**src/rtl/axi_slave_write_arbiter.sv**
```systemverilog
// Round-robin write-path arbiter sharing one AXI slave write port between NUM_MASTERS masters.
// A grant is held from AW arbitration until the owner's B handshake; one write outstanding per slave.
module axi_slave_write_arbiter #(
  parameter int NUM_MASTERS = 4,
  parameter int ID_W        = 4,
  parameter int ADDR_W      = 32,
  parameter int DATA_W      = 32
) (
  input  logic                              clk,
  input  logic                              resetn,
  input  logic [NUM_MASTERS*ID_W-1:0]       m_awid,
  input  logic [NUM_MASTERS*ADDR_W-1:0]     m_awaddr,
  input  logic [NUM_MASTERS*8-1:0]          m_awlen,
  input  logic [NUM_MASTERS*3-1:0]          m_awsize,
  input  logic [NUM_MASTERS*2-1:0]          m_awburst,
  input  logic [NUM_MASTERS-1:0]            m_awvalid,
  output logic [NUM_MASTERS-1:0]            m_awready,
  input  logic [NUM_MASTERS*DATA_W-1:0]     m_wdata,
  input  logic [NUM_MASTERS*(DATA_W/8)-1:0] m_wstrb,
  input  logic [NUM_MASTERS-1:0]            m_wlast,
  input  logic [NUM_MASTERS-1:0]            m_wvalid,
  output logic [NUM_MASTERS-1:0]            m_wready,
  output logic [ID_W-1:0]                   m_bid,
  output logic [1:0]                        m_bresp,
  output logic [NUM_MASTERS-1:0]            m_bvalid,
  input  logic [NUM_MASTERS-1:0]            m_bready,
  output logic [ID_W-1:0]                   s_awid,
  output logic [ADDR_W-1:0]                 s_awaddr,
  output logic [7:0]                        s_awlen,
  output logic [2:0]                        s_awsize,
  output logic [1:0]                        s_awburst,
  output logic                              s_awvalid,
  input  logic                              s_awready,
  output logic [DATA_W-1:0]                 s_wdata,
  output logic [DATA_W/8-1:0]               s_wstrb,
  output logic                              s_wlast,
  output logic                              s_wvalid,
  input  logic                              s_wready,
  input  logic [ID_W-1:0]                   s_bid,
  input  logic [1:0]                        s_bresp,
  input  logic                              s_bvalid,
  output logic                              s_bready,
  output logic [NUM_MASTERS-1:0]            grant
);
  localparam int STRB_W = DATA_W / 8;
  localparam int IDX_W  = (NUM_MASTERS > 1) ? $clog2(NUM_MASTERS) : 1;

  // state | meaning
  // IDLE  | no owner; round-robin pick among m_awvalid
  // ADDR  | owner's AW forwarded to slave
  // DATA  | owner's W forwarded until wlast handshake
  // RESP  | slave B forwarded to owner; handshake frees the port
  typedef enum logic [1:0] {IDLE, ADDR, DATA, RESP} state_t;

  state_t                 state_q, state_d;
  logic [IDX_W-1:0]       grant_idx_q, grant_idx_d;
  logic [IDX_W-1:0]       last_grant_q, last_grant_d;
  logic [NUM_MASTERS-1:0] grant_q, grant_d;
  logic [IDX_W-1:0]       pick_idx, cand;
  logic                   pick_found;

  always_comb begin
    pick_idx   = '0;
    pick_found = 1'b0;
    cand       = '0;
    for (int k = 1; k <= NUM_MASTERS; k++) begin
      cand = IDX_W'((int'(last_grant_q) + k) % NUM_MASTERS);
      if (!pick_found && m_awvalid[cand]) begin
        pick_found = 1'b1;
        pick_idx   = cand;
      end
    end
  end

  always_comb begin
    s_awid    = m_awid[ID_W-1:0];
    s_awaddr  = m_awaddr[ADDR_W-1:0];
    s_awlen   = m_awlen[7:0];
    s_awsize  = m_awsize[2:0];
    s_awburst = m_awburst[1:0];
    s_wdata   = m_wdata[DATA_W-1:0];
    s_wstrb   = m_wstrb[STRB_W-1:0];
    s_wlast   = m_wlast[0];
    for (int i = 1; i < NUM_MASTERS; i++) begin
      if (grant_idx_q == IDX_W'(i)) begin
        s_awid    = m_awid[i*ID_W +: ID_W];
        s_awaddr  = m_awaddr[i*ADDR_W +: ADDR_W];
        s_awlen   = m_awlen[i*8 +: 8];
        s_awsize  = m_awsize[i*3 +: 3];
        s_awburst = m_awburst[i*2 +: 2];
        s_wdata   = m_wdata[i*DATA_W +: DATA_W];
        s_wstrb   = m_wstrb[i*STRB_W +: STRB_W];
        s_wlast   = m_wlast[i];
      end
    end
    m_bid     = s_bid;
    m_bresp   = s_bresp;
    s_awvalid = 1'b0;
    s_wvalid  = 1'b0;
    s_bready  = 1'b0;
    m_awready = '0;
    m_wready  = '0;
    m_bvalid  = '0;
    case (state_q)
      ADDR: begin
        s_awvalid              = m_awvalid[grant_idx_q];
        m_awready[grant_idx_q] = s_awready;
      end
      DATA: begin
        s_wvalid              = m_wvalid[grant_idx_q];
        m_wready[grant_idx_q] = s_wready;
      end
      RESP: begin
        s_bready              = m_bready[grant_idx_q];
        m_bvalid[grant_idx_q] = s_bvalid;
      end
      default: ;
    endcase
  end

  always_comb begin
    state_d      = state_q;
    grant_idx_d  = grant_idx_q;
    last_grant_d = last_grant_q;
    grant_d      = grant_q;
    case (state_q)
      IDLE: if (pick_found) begin
        grant_idx_d = pick_idx;
        grant_d     = NUM_MASTERS'(1) << pick_idx;
        state_d     = ADDR;
      end
      ADDR: if (s_awvalid && s_awready) state_d = DATA;
      DATA: if (s_wvalid && s_wready && s_wlast) state_d = RESP;
      RESP: if (s_bvalid && s_bready) begin
        last_grant_d = grant_idx_q;
        grant_d      = '0;
        state_d      = IDLE;
      end
      default: state_d = IDLE;
    endcase
  end

  always_ff @(posedge clk or negedge resetn) begin
    if (!resetn) begin
      state_q      <= IDLE;
      grant_idx_q  <= '0;
      last_grant_q <= IDX_W'(NUM_MASTERS - 1);
      grant_q      <= '0;
    end else begin
      state_q      <= state_d;
      grant_idx_q  <= grant_idx_d;
      last_grant_q <= last_grant_d;
      grant_q      <= grant_d;
    end
  end

  assign grant = grant_q;
endmodule
```
**config.mk**
```make
export PLATFORM = sky130hd
export DESIGN_NAME = axi_slave_write_arbiter
export DESIGN_NICKNAME = d
export VERILOG_FILES = /design/src/rtl/axi_slave_write_arbiter.sv
export SDC_FILE = /design/constraint.sdc
export NUM_CORES = 1
export LEC_CHECK = 0
export BUFFER_PORTS_ARGS = -buffer_cell sky130_fd_sc_hd__buf_4
export CORE_AREA = 2 2 188 190
export CTS_CLUSTER_SIZE = 10
export DETAILED_ROUTE_END_ITERATION = 10
export DIE_AREA = 0 0 190 192
export GPL_ROUTABILITY_DRIVEN = 0
export PLACE_DENSITY = 0.35
export SLEW_MARGIN = 20
export SYNTH_ARGS = -nofsm -noshare
export SYNTH_HDL_FRONTEND = slang
export SYNTH_SLANG_ARGS = --single-unit
```
**constraint.sdc**
```tcl
create_clock -name clk -period 2.8 [get_ports clk]
set_input_delay 0.28 -clock clk [delete_from_list [all_inputs] [get_ports clk]]
set_output_delay 0.28 -clock clk [all_outputs]
set_load 0.02 [all_outputs]
```
======== Word-level counts from Yosys, hierarchy flattened ========
Index checks and enable logic that the tools add are counted.
cells by class
  $add $sub $neg .......................... 4
  $lt $le $gt $ge ......................... 6
  eq/ne operators ......................... 10
  shifts and indexed selects .............. 1
  muxes and demuxes ....................... 62
  bitwise logic cells ..................... 3
  reductions and logical operators ........ 17
operator list
  kind                   number
  $mux W32               6
  $mux W4                11
  $mux W8                3
  $mux W2                11
  $mux W1                18
  $lt A2 B3 Y1 const B   5
  $bmux W1 S2            7
  $and A4 B4 Y4          3
  $mux W3                3
  $eq A2 B2 Y1 const B   4
  $logic_and A1 B1 Y1    8
  $ne A2 B2 Y1 const B   4
  $pmux W2 S4            1
  $pmux W4 S2            1
  $add A2 B1 Y2 const B  2
  $add A2 B2 Y2 const B  2
  $eq A2 B1 Y1 const B   2
  $reduce_and A2 Y1      2
  $reduce_and A4 Y1      1
  $shl A1 B2 Y4 const A  1
  $logic_not A1 Y1       3
  $reduce_and A3 Y1      1
  $demux W1 S2           1
  $ge A2 B1 Y1 const B   1
  other kinds (2)        2
word-level totals
  register bits after elaboration ......... 10
  bits of input ports ..................... 367
  output and inout port bits .............. 111
  word-level logic and storage cells ...... 107

======== Depth between registers and ports, before layout ========
Gate-level depths: netlist of run 1.
  depth after elaboration ................. 16
  gate-level depth with buffers ........... 6
  gate-level depth less buffers ........... 5

======== Least setup slack after synthesis of run 1 ========
No wires, ideal clock.
  path type ............................... reg2reg
  start ................................... register grant_idx_q[0]
  end ..................................... register state_q[1]
  library setup time ...................... 0.125 ns
  data arrival time ....................... 1.767 ns
  data required time ...................... 2.675 ns
  slack ................................... 0.908 ns
  cell stages (with the launch flop) ...... 6
  path buffers ............................ 1
  period minus slack after synthesis ...... 1.892 ns
  path through ............................ dfrtp_1 buf_4 mux4_2 nand3_1 a2111oi_2 mux2_2
between the ends
  longest elaborated chain between the ends .. 7
  elaborated cells between the ends (all ways) .. 23
  classes of those cells .................. eq/ne (6); mux (12); reduce/logical (5)
ends and longest elaborated chain
  element                               line  source
  start, declared                       56    logic [IDX_W-1:0] grant_idx_q, grant_idx_d;
  start signal, assigned                151   grant_idx_q <= grant_idx_d;
  $eq A2 B1 Y1                          85    if (grant_idx_q == IDX_W'(i)) begin
  $mux W1 (2 in series)                 85
  $mux W1 *                             85
  named net s_wlast                     36    output logic s_wlast,
  $logic_and A1 B1 Y1 *                 133   DATA: if (s_wvalid && s_wready && s_wlast) state_d = RESP;
  $ne A2 B2 Y1 (no source line) *       --
  $reduce_and A4 Y1 (no source line) *  --
  end signal, assigned                  150   state_q <= state_d;
  end, declared                         55    state_t state_q, state_d;
The timed path passes the listed nets; every way through them passes the cells marked *. The select of a mux whose other input is x is not followed.
A chain may end at the register's enable or synchronous reset.

======== Worst setup path in the final report of run 1 ========
  start ................................... register grant_idx_q[0]
  end ..................................... output s_awlen[0]
between the ends
  longest elaborated chain between the ends .. 4
  elaborated cells between the ends (all ways) .. 6
  classes of those cells .................. eq/ne (3); mux (3)
ends and longest elaborated chain
  element                line  source
  $eq A2 B1 Y1           85
  $mux W8 (2 in series)  85
  $mux W8 *              85
  end, declared          29    output logic [7:0] s_awlen,
Mark *: on every way between the ends. The rest lies on a longest branch, timed or not.

==> results of run 1 <==
Yosys cell counts, drive strengths merged:
master,count,share of area [%]
nand2b,5,1.1
mux4,89,70
inv,4,0.52
ha,5,2.2
mux2i,1,0.35
mux2,4,1.6
nor2b,1,0.22
dfrtp,8,7.0
nand3b,1,0.26
buf,19,3.8
o32a,1,0.35
and4,1,0.31
a2111oi,1,0.52
nand2,5,0.65
dfstp,2,1.8
a21boi,2,0.65
a21o,2,0.52
nor2,11,1.4
o31ai,6,1.6
and2,3,0.65
a21oi,1,0.17
a31oi,1,0.22
or3,2,0.61
o21ai,2,0.35
o22ai,1,0.22
nor3,3,0.52
clkbuf,10,1.3
o41ai,3,0.92
nand3,2,0.35
through the flow:
stage / hold WS [ns] / instance area, µm² / cells
5_1_grt: 0.4251 / 6952 / 1098
6_report: 0.4222 / 6954 / 1099
4_1_cts: 0.4215 / 6947 / 1096
3_3_place_gp: 0.1300 / 6858 / 1091
3_5_place_dp: 0.1290 / 6858 / 1091
2_1_floorplan: -0.01559 / 2870 / 196
critical path, cell delays in order (launching register included):
cell and delay, ns:
dfrtp_4 0.54, buf_12 0.36, mux4_2 0.61, buf_4 0.19
cells by family after synthesis:
kind of cell	after synthesis	share of synthesized area, %
AO/OA/AOI/OAI	20	5.493
adder cells (fa/ha/maj)	5	2.180
buffers and inverters	33	5.667
flip-flops	10	8.805
multiplexers	94	71.75
AND/OR/NAND/NOR	34	6.103
worst max path at each step:
stage                    from          to  slack [ns]  cells past startpoint
2_1_floorplan  grant_idx_q[0]  state_q[1]        0.91                      5
3_3_place_gp   grant_idx_q[0]  s_awlen[0]        0.72                      3
3_5_place_dp   grant_idx_q[0]  s_awlen[0]        0.72                      3
4_1_cts        grant_idx_q[0]  s_awlen[4]        0.46                      3
5_1_grt        grant_idx_q[0]  s_awlen[0]        0.40                      3
6_report       grant_idx_q[0]  s_awlen[0]        0.48                      3
flip-flops by register name, indices dropped and copies added, names as in the netlist:
register      cells
last_grant_q      2
grant             4
grant_idx_q       2
state_q           2
final cells by class:
cell class | instances | area share (%)
tap | 455 | 8.186
antenna | 3 | 0.1080
timing repair buffer | 470 | 51.31
sequential | 10 | 3.742
inverter | 4 | 0.2159
clock buffer | 4 | 1.134
multi-input combinational | 153 | 35.30
power by group through the flow:
stage / registers, mW / logic (mW) / clock network (mW)
after floorplan: 0.282 / 3.29 / 0
after global placement: 0.379 / 5.51 / 0
after detailed placement: 0.378 / 5.47 / 0
after CTS: 0.379 / 5.50 / 0.268
after global routing: 0.391 / 5.70 / 0.274
final: 0.372 / 5.40 / 0.263
metal layers:
| metal | vias up | track usage (%) | share of wire [%] |
|---|---|---|---|
| li1 | 1776 | - | - |
| met1 | 2003 | 15.76 | 41 |
| met2 | 237 | 20.10 | 50 |
| met3 | 10 | 3.216 | 8.4 |
| met4 | 4 | 1.103 | 0.46 |
| met5 | - | 0 | 0.071 |
==> results.yml, run 1 <==
clock_tree:
  root_buffer: "clkbuf_16"
  clk_pin_slew_worst_paths_ns: 0.04
  cts_inserted_buffers: 3
  cts_setup_buffers: 0
  cts_tree: "done"
  clock_latency_ns: 0.24
  cts_sinks: 10
  clk_path_buf_depth: 2
  ctsHoldBuffers: 1
  cts_resized: 0
  htree_num_levels: 1
critical_path:
  reg2reg_depth: 4
  reg2reg_to: "state_q[1]"
  cp-start-kind: "flip-flop"
  worstSetupEndpointType: "output pin"
  path_class: "flip-flop to output pin"
  crit_required_ns: 2.52
  worst-r2r-setup-slack_ns: 0.74
  critPathMaxFanout: 49
  cp.arrival_ns: 2.04
  timing.rr.start: "grant_idx_q[0]"
sta:
  final_hold_viol_count: 0
  fmax_mhz: 431.2
  finalSetupViolCount: 0
  layout_min_cycle_time_ns: 2.319
  skew_ns: 0.002252
  drv_slew: 0
  timing.setup.tns_ns: 0
  layout_setup_ws_ns: 0.4808
  rsz0062_at_grt: "no"
  slew_headroom_pct: 63.08
  finalCritPeriodShare_pct: 82.83
  tightest_slew_ns: 0.5467
routing:
  detail_route.wirelength_um: 24050
  firstDrtPassIters: 4
  vias: 4030
  ant_nets: 0
  wire_per_inst_um: 21.88
  drcViolationCount: 0
  routed_via_density: 3.667
  first_iter_violations: 197
synth:
  synth-seq-area-share_pct: 8.806
  syn_avg_cell_area_um2: 14.64
  syn-cell-area_mm2: 0.002870
  syn_inst: 196
  syn_nets: 568
  ys_ff_latch: 10
  synth_warnings: 0
  synth.distinct_cells: 33
floorplan:
  die_h_um: 192
  core_mm2: 0.03429
  die_x_um: 190
  ios: 478
  start_util_pct: 8.371
  die_area_mm2: 0.03648
  rows: 68
power:
  power.leakage_nw: 3.186
  p_total_mw: 6.037
  seqPwrFrac_pct: 6.2
  p_per_area_mw_per_mm2: 868.2
  power.share.combinational_pct: 89.5
  internal-power_mw: 3.082
  vdd_ir_drop_max_v: 0.0003863
  clkPwrFrac_pct: 4.4
  sw_frac_of_total_pct: 48.95
  p_sw_mw: 2.955
finish:
  multiInputGateArea_mm2: 0.002455
  nFillCells: 3769
  synthToLayoutAreaGrowth_pct: 142.3
  final_util_pct: 20.28
  layout_commonest_cell: "buf_4"
  mostFrequentLayoutCells: "buf_4, mux4_2, nor2_1"
  regArea_um2: 260.3
  nets: 1014
  drive_above_1_share_pct: 89.24
hold_path:
  hold_class: "input pin to asynchronous set/reset pin"
global_route:
  gr-total-overflow: 0
  antenna_found_initial: 5
  grt_use_total_pct: 11.92
  grt_pass1_vias: 4243
  grt_max_degree: 50
  grt_pass1_wl_um: 31440
status:
  status: "complete, no violations"
place:
  place_hpwl_um: 21370
  io_buffers: 465
  post-place-ws_ns: 0.7219
run:
  cap_violations: 0
Note: power is estimated with default switching activity, not from simulation.
==> run 2, diff against run 1 <==
- PLACE_DENSITY: 0.35 -> 0.36
- clock period: 2.8 -> 2.1 ns (I/O delays scaled with it)
==> run 2 against run 1 <==
Effect of this change: wire length grew 4.8%; utilization grew 0.85 points; largest power group unchanged; largest cell class unchanged; clock-buffer cell count is the same.
==> results.yml, run 2 (same netlist as run 1, synthesis figures left out) <==
routing:
  wire_per_inst_um: 22.79
  firstDrtPassIters: 6
  routed_via_density: 3.740
  detail_route.wirelength_um: 25210
  first_iter_violations: 134
  drcViolationCount: 0
  vias: 4136
  ant_nets: 0
sta:
  layout_setup_ws_ns: 0.003584
  drv_slew: 0
  skew_ns: 0.002012
  finalCritPeriodShare_pct: 99.83
  fmax_mhz: 477.0
  tightest_slew_ns: 0.4842
  finalSetupViolCount: 0
  layout_min_cycle_time_ns: 2.096
  slew_headroom_pct: 67.30
  timing.setup.tns_ns: 0
  rsz0062_at_grt: "yes"
  final_hold_viol_count: 0
critical_path:
  cp.arrival_ns: 1.89
  critPathMaxFanout: 22
  path_class: "flip-flop to output pin"
  cp-start-kind: "flip-flop"
  worstSetupEndpointType: "output pin"
  crit_required_ns: 1.89
floorplan:
  ios: 478
  core_mm2: 0.03429
  start_util_pct: 8.371
  die_h_um: 192
  die_x_um: 190
  rows: 68
  die_area_mm2: 0.03648
clock_tree:
  clk_path_buf_depth: 2
  cts_tree: "done"
  root_buffer: "clkbuf_16"
  cts_sinks: 10
  htree_num_levels: 1
  clock_latency_ns: 0.24
  cts_inserted_buffers: 3
  clk_pin_slew_worst_paths_ns: 0.04
place:
  io_buffers: 465
  place_hpwl_um: 21730
  post-place-ws_ns: 0.1348
status:
  status: "complete, no violations"
finish:
  largest_reg_flops: 4
  drive_above_1_share_pct: 89.52
  synthToLayoutAreaGrowth_pct: 152.4
  mostFrequentLayoutCells: "buf_4, mux4_2, buf_6"
  layout_commonest_cell: "buf_4"
  nets: 1022
global_route:
  grt_pass1_wl_um: 32530
  grt_use_total_pct: 12.45
  antenna_found_initial: 2
  gr-total-overflow: 0
  grt_max_degree: 48
  grt_pass1_vias: 4366
hold_path:
  hold_class: "input pin to asynchronous set/reset pin"
power:
  vdd_ir_drop_max_v: 0.0006713
  power.leakage_nw: 3.312
  p_per_area_mw_per_mm2: 1204
run:
  cap_violations: 0
run 2: changes by cell type in the layout (fill, tap and decap cells not counted), sizes merged:
cell and delta:
buf +7, bufbuf +1, diode -1
run 2: final cells by class:
cell class                 count  area (µm²)
tap                          455       569.3
antenna                        2       5.005
timing repair buffer         478        3841
clock buffer                   4       78.83
sequential                    10       260.3
inverter                       4       15.01
multi-input combinational    153        2475
fill                        3768       27040
run 2: power breakdown:
part	total [mW]	leakage [nW]	switching [mW]	internal, mW
Clock	0.354	0.0382	0.0985	0.255
Combinational	7.90	3.15	3.83	4.07
Sequential	0.471	0.119	0.161	0.310
run 2: critical path: stages (launching register included):
cell and delay [ns]:
dfrtp_4 0.55, bufbuf_16 0.39, mux4_2 0.52, buf_4 0.18
run 2: per-layer routing:
layer | global-route usage (%) | up-vias | part of all wire (%)
met5 | 0 | - | 0
met4 | 2.266 | 0 | 1.7
met3 | 2.485 | 16 | 7.7
met2 | 22.00 | 245 | 51
met1 | 15.78 | 2083 | 39
li1 | - | 1792 | -
run 2: what timing repair did:
| item | in CTS | in global routing |
|---|---|---|
| setup buffers | 3 | 1 |
| hold buffers | 1 | 0 |
| setup endpoints to repair | 71 | 64 |
| cloned | 2 | 0 |
| hold endpoints to repair | 8 | 0 |
| resized for setup | 6 | 33 |
| pin swaps | 1 | 0 |
run 2: path summary, 6_finish.rpt:
| check | from | slack (ns) | to | cells after the start |
|---|---|---|---|---|
| hold / removal | resetn | 0.34 | grant[3] | 2 |
| max in group asynchronous | resetn | 1.53 | last_grant_q[0] | 2 |
| setup / recovery | grant_idx_q[0] | 0.004 | s_wdata[0] | 3 |
| min in group clk | m_awvalid[2] | 0.40 | grant_idx_q[0] | 4 |
| setup reg to reg | grant_idx_q[0] | 0.01 | state_q[1] | 5 |
| hold reg to reg | grant[3] | 0.54 | grant[3] | 2 |
run 2: per-stage QoR:
step,power [mW],area (µm²),std cells,utilization (%),hold slack (ns)
after floorplan,4.759,2870,196,-,-0.08559
after global placement,7.849,6885,1093,20.08,0.05654
after detailed placement,7.781,6885,1093,20.08,0.05541
after CTS,8.549,7101,1103,20.71,0.3486
after global routing,9.133,7242,1105,21.12,0.3682
final,8.724,7244,1106,21.13,0.3408
==> run 3, diff against run 2 <==
- CTS_CLUSTER_DIAMETER: not set -> 200
- MAX_ROUTING_LAYER: not set -> met4
==> run 3 against run 2 <==
Effect of this change: setup slack gained 0.00083 ns; sequential power is essentially flat; global-route usage grew 0.37 points; sequential share of layout area is essentially flat; die area is the same; sequential cell count is the same; utilization is essentially flat; final cell count is the same; clock-buffer cell count is the same; final area is essentially flat; non-clock buffer count is the same; fmax is essentially flat; critical path type unchanged; largest cell class unchanged.
==> results.yml, run 3 (same netlist as run 1, synthesis figures left out) <==
status:
  status: "complete, no violations"
sta:
  rsz0062_at_grt: "yes"
  final_hold_viol_count: 0
  layout_min_cycle_time_ns: 2.096
  finalSetupViolCount: 0
  skew_ns: 0.002009
  holdWs_ns: 0.3426
  fmax_mhz: 477.2
  finalCritPeriodShare_pct: 99.79
  tightest_slew_ns: 0.4835
  drv_slew: 0
  timing.setup.tns_ns: 0
  slew_headroom_pct: 67.35
place:
  place_hpwl_um: 21730
  io_buffers: 465
  placed_cell_area_mm2: 0.006885
global_route:
  grt_use_total_pct: 12.82
  grt_max_degree: 48
  gr-total-overflow: 0
  grt_pass1_vias: 4364
  antenna_found_initial: 2
  grt_pass1_wl_um: 32520
critical_path:
  cp.arrival_ns: 1.89
  reg2reg_depth: 5
  cp-start-kind: "flip-flop"
  reg2reg_to: "state_q[1]"
  cp-startpoint: "grant_idx_q[0]"
  worst-r2r-setup-slack_ns: 0.01
  path_class: "flip-flop to output pin"
  crit_required_ns: 1.89
  endpoint: "s_wdata[0]"
  worstSetupEndpointType: "output pin"
  critPathMaxFanout: 22
  timing.rr.start: "grant_idx_q[0]"
finish:
  drive_above_1_share_pct: 89.52
  nets: 1022
  largest_reg_flops: 4
  mostFrequentLayoutCells: "buf_4, mux4_2, buf_6"
  final_cell_area_mm2: 0.007241
  synthToLayoutAreaGrowth_pct: 152.3
  layout_commonest_cell: "buf_4"
routing:
  firstDrtPassIters: 4
  first_iter_violations: 127
  vias: 4088
  wire_per_inst_um: 22.76
  ant_nets: 0
  drcViolationCount: 0
  detail_route.wirelength_um: 25170
  routed_via_density: 3.696
clock_tree:
  cts_tree: "done"
  root_buffer: "clkbuf_16"
  clk_path_buf_depth: 2
  clock_latency_ns: 0.24
  htree_num_levels: 1
  clk_pin_slew_worst_paths_ns: 0.04
  cts_inserted_buffers: 3
  cts_sinks: 10
floorplan:
  core_mm2: 0.03429
  die_x_um: 190
  die_area_mm2: 0.03648
  rows: 68
  ios: 478
  start_util_pct: 8.371
  die_h_um: 192
run:
  cap_violations: 0
power:
  p_per_area_mw_per_mm2: 1203
  vdd_ir_drop_max_v: 0.0006713
  power.leakage_nw: 3.311
  p_total_mw: 8.712
hold_path:
  hold_class: "input pin to asynchronous set/reset pin"
==> run 3: cell types whose count changed in the layout (fill, tap and decap cells not counted) <==
cell / change
buf_4: +1
buf_6: -1
==> run 3: final cells by class <==
class | instances | area [µm²]
Timing Repair Buffer | 478 | 3837
Sequential cell | 10 | 260.3
Tap cell | 455 | 569.3
Antenna cell | 2 | 5.005
Clock buffer | 4 | 78.83
Inverter | 4 | 15.01
Fill cell | 3766 | 27050
Multi-Input combinational cell | 153 | 2475
==> run 3: power breakdown <==
| part | switching [mW] | internal [mW] |
|---|---|---|
| clock | 0.0961 | 0.255 |
| combinational | 3.83 | 4.06 |
| sequential | 0.163 | 0.310 |
| total | 4.09 | 4.62 |
==> run 3: worst min path at each step <==
stage               endpoint  slack, ns  cells past startpoint
floorplan           grant[0]      -0.09                      0
global placement    grant[3]       0.06                      1
detailed placement  grant[3]       0.06                      1
CTS                 grant[3]       0.35                      2
global route        grant[3]       0.37                      2
finish              grant[3]       0.34                      2
==> run 3: worst max-delay path, stage by stage (launching register included) <==
cell and delay, ns:
dfrtp_4 0.55, bufbuf_16 0.39, mux4_2 0.52, buf_4 0.18
==> run 3: per-layer routing <==
metal | up-vias | global-route usage [%] | routed length, µm
met4 | 0 | 2.266 | 356
li1 | 1788 | - | -
met1 | 2037 | 15.91 | 10070
met3 | 14 | 2.229 | 1744
met5 | - | - | 0
met2 | 249 | 22.05 | 13000
==> run 3: timing repair <==
action / in CTS / in global routing
gates resized for setup: 6 / 32
setup endpoints to repair: 71 / 64
pin swaps: 1 / 0
gates cloned: 2 / 0
hold endpoints to repair: 8 / 0
hold buffers: 1 / 0
buffers inserted: 3 / 1
==> run 3: metrics by stage <==
step                setup WS, ns  util [%]  instances
floorplan                 0.2078         -        196
global placement          0.1318     20.08       1093
detailed placement        0.1348     20.08       1093
CTS                     -0.08517     20.71       1103
global route            -0.05538     21.12       1106
finish                  0.004414     21.12       1106
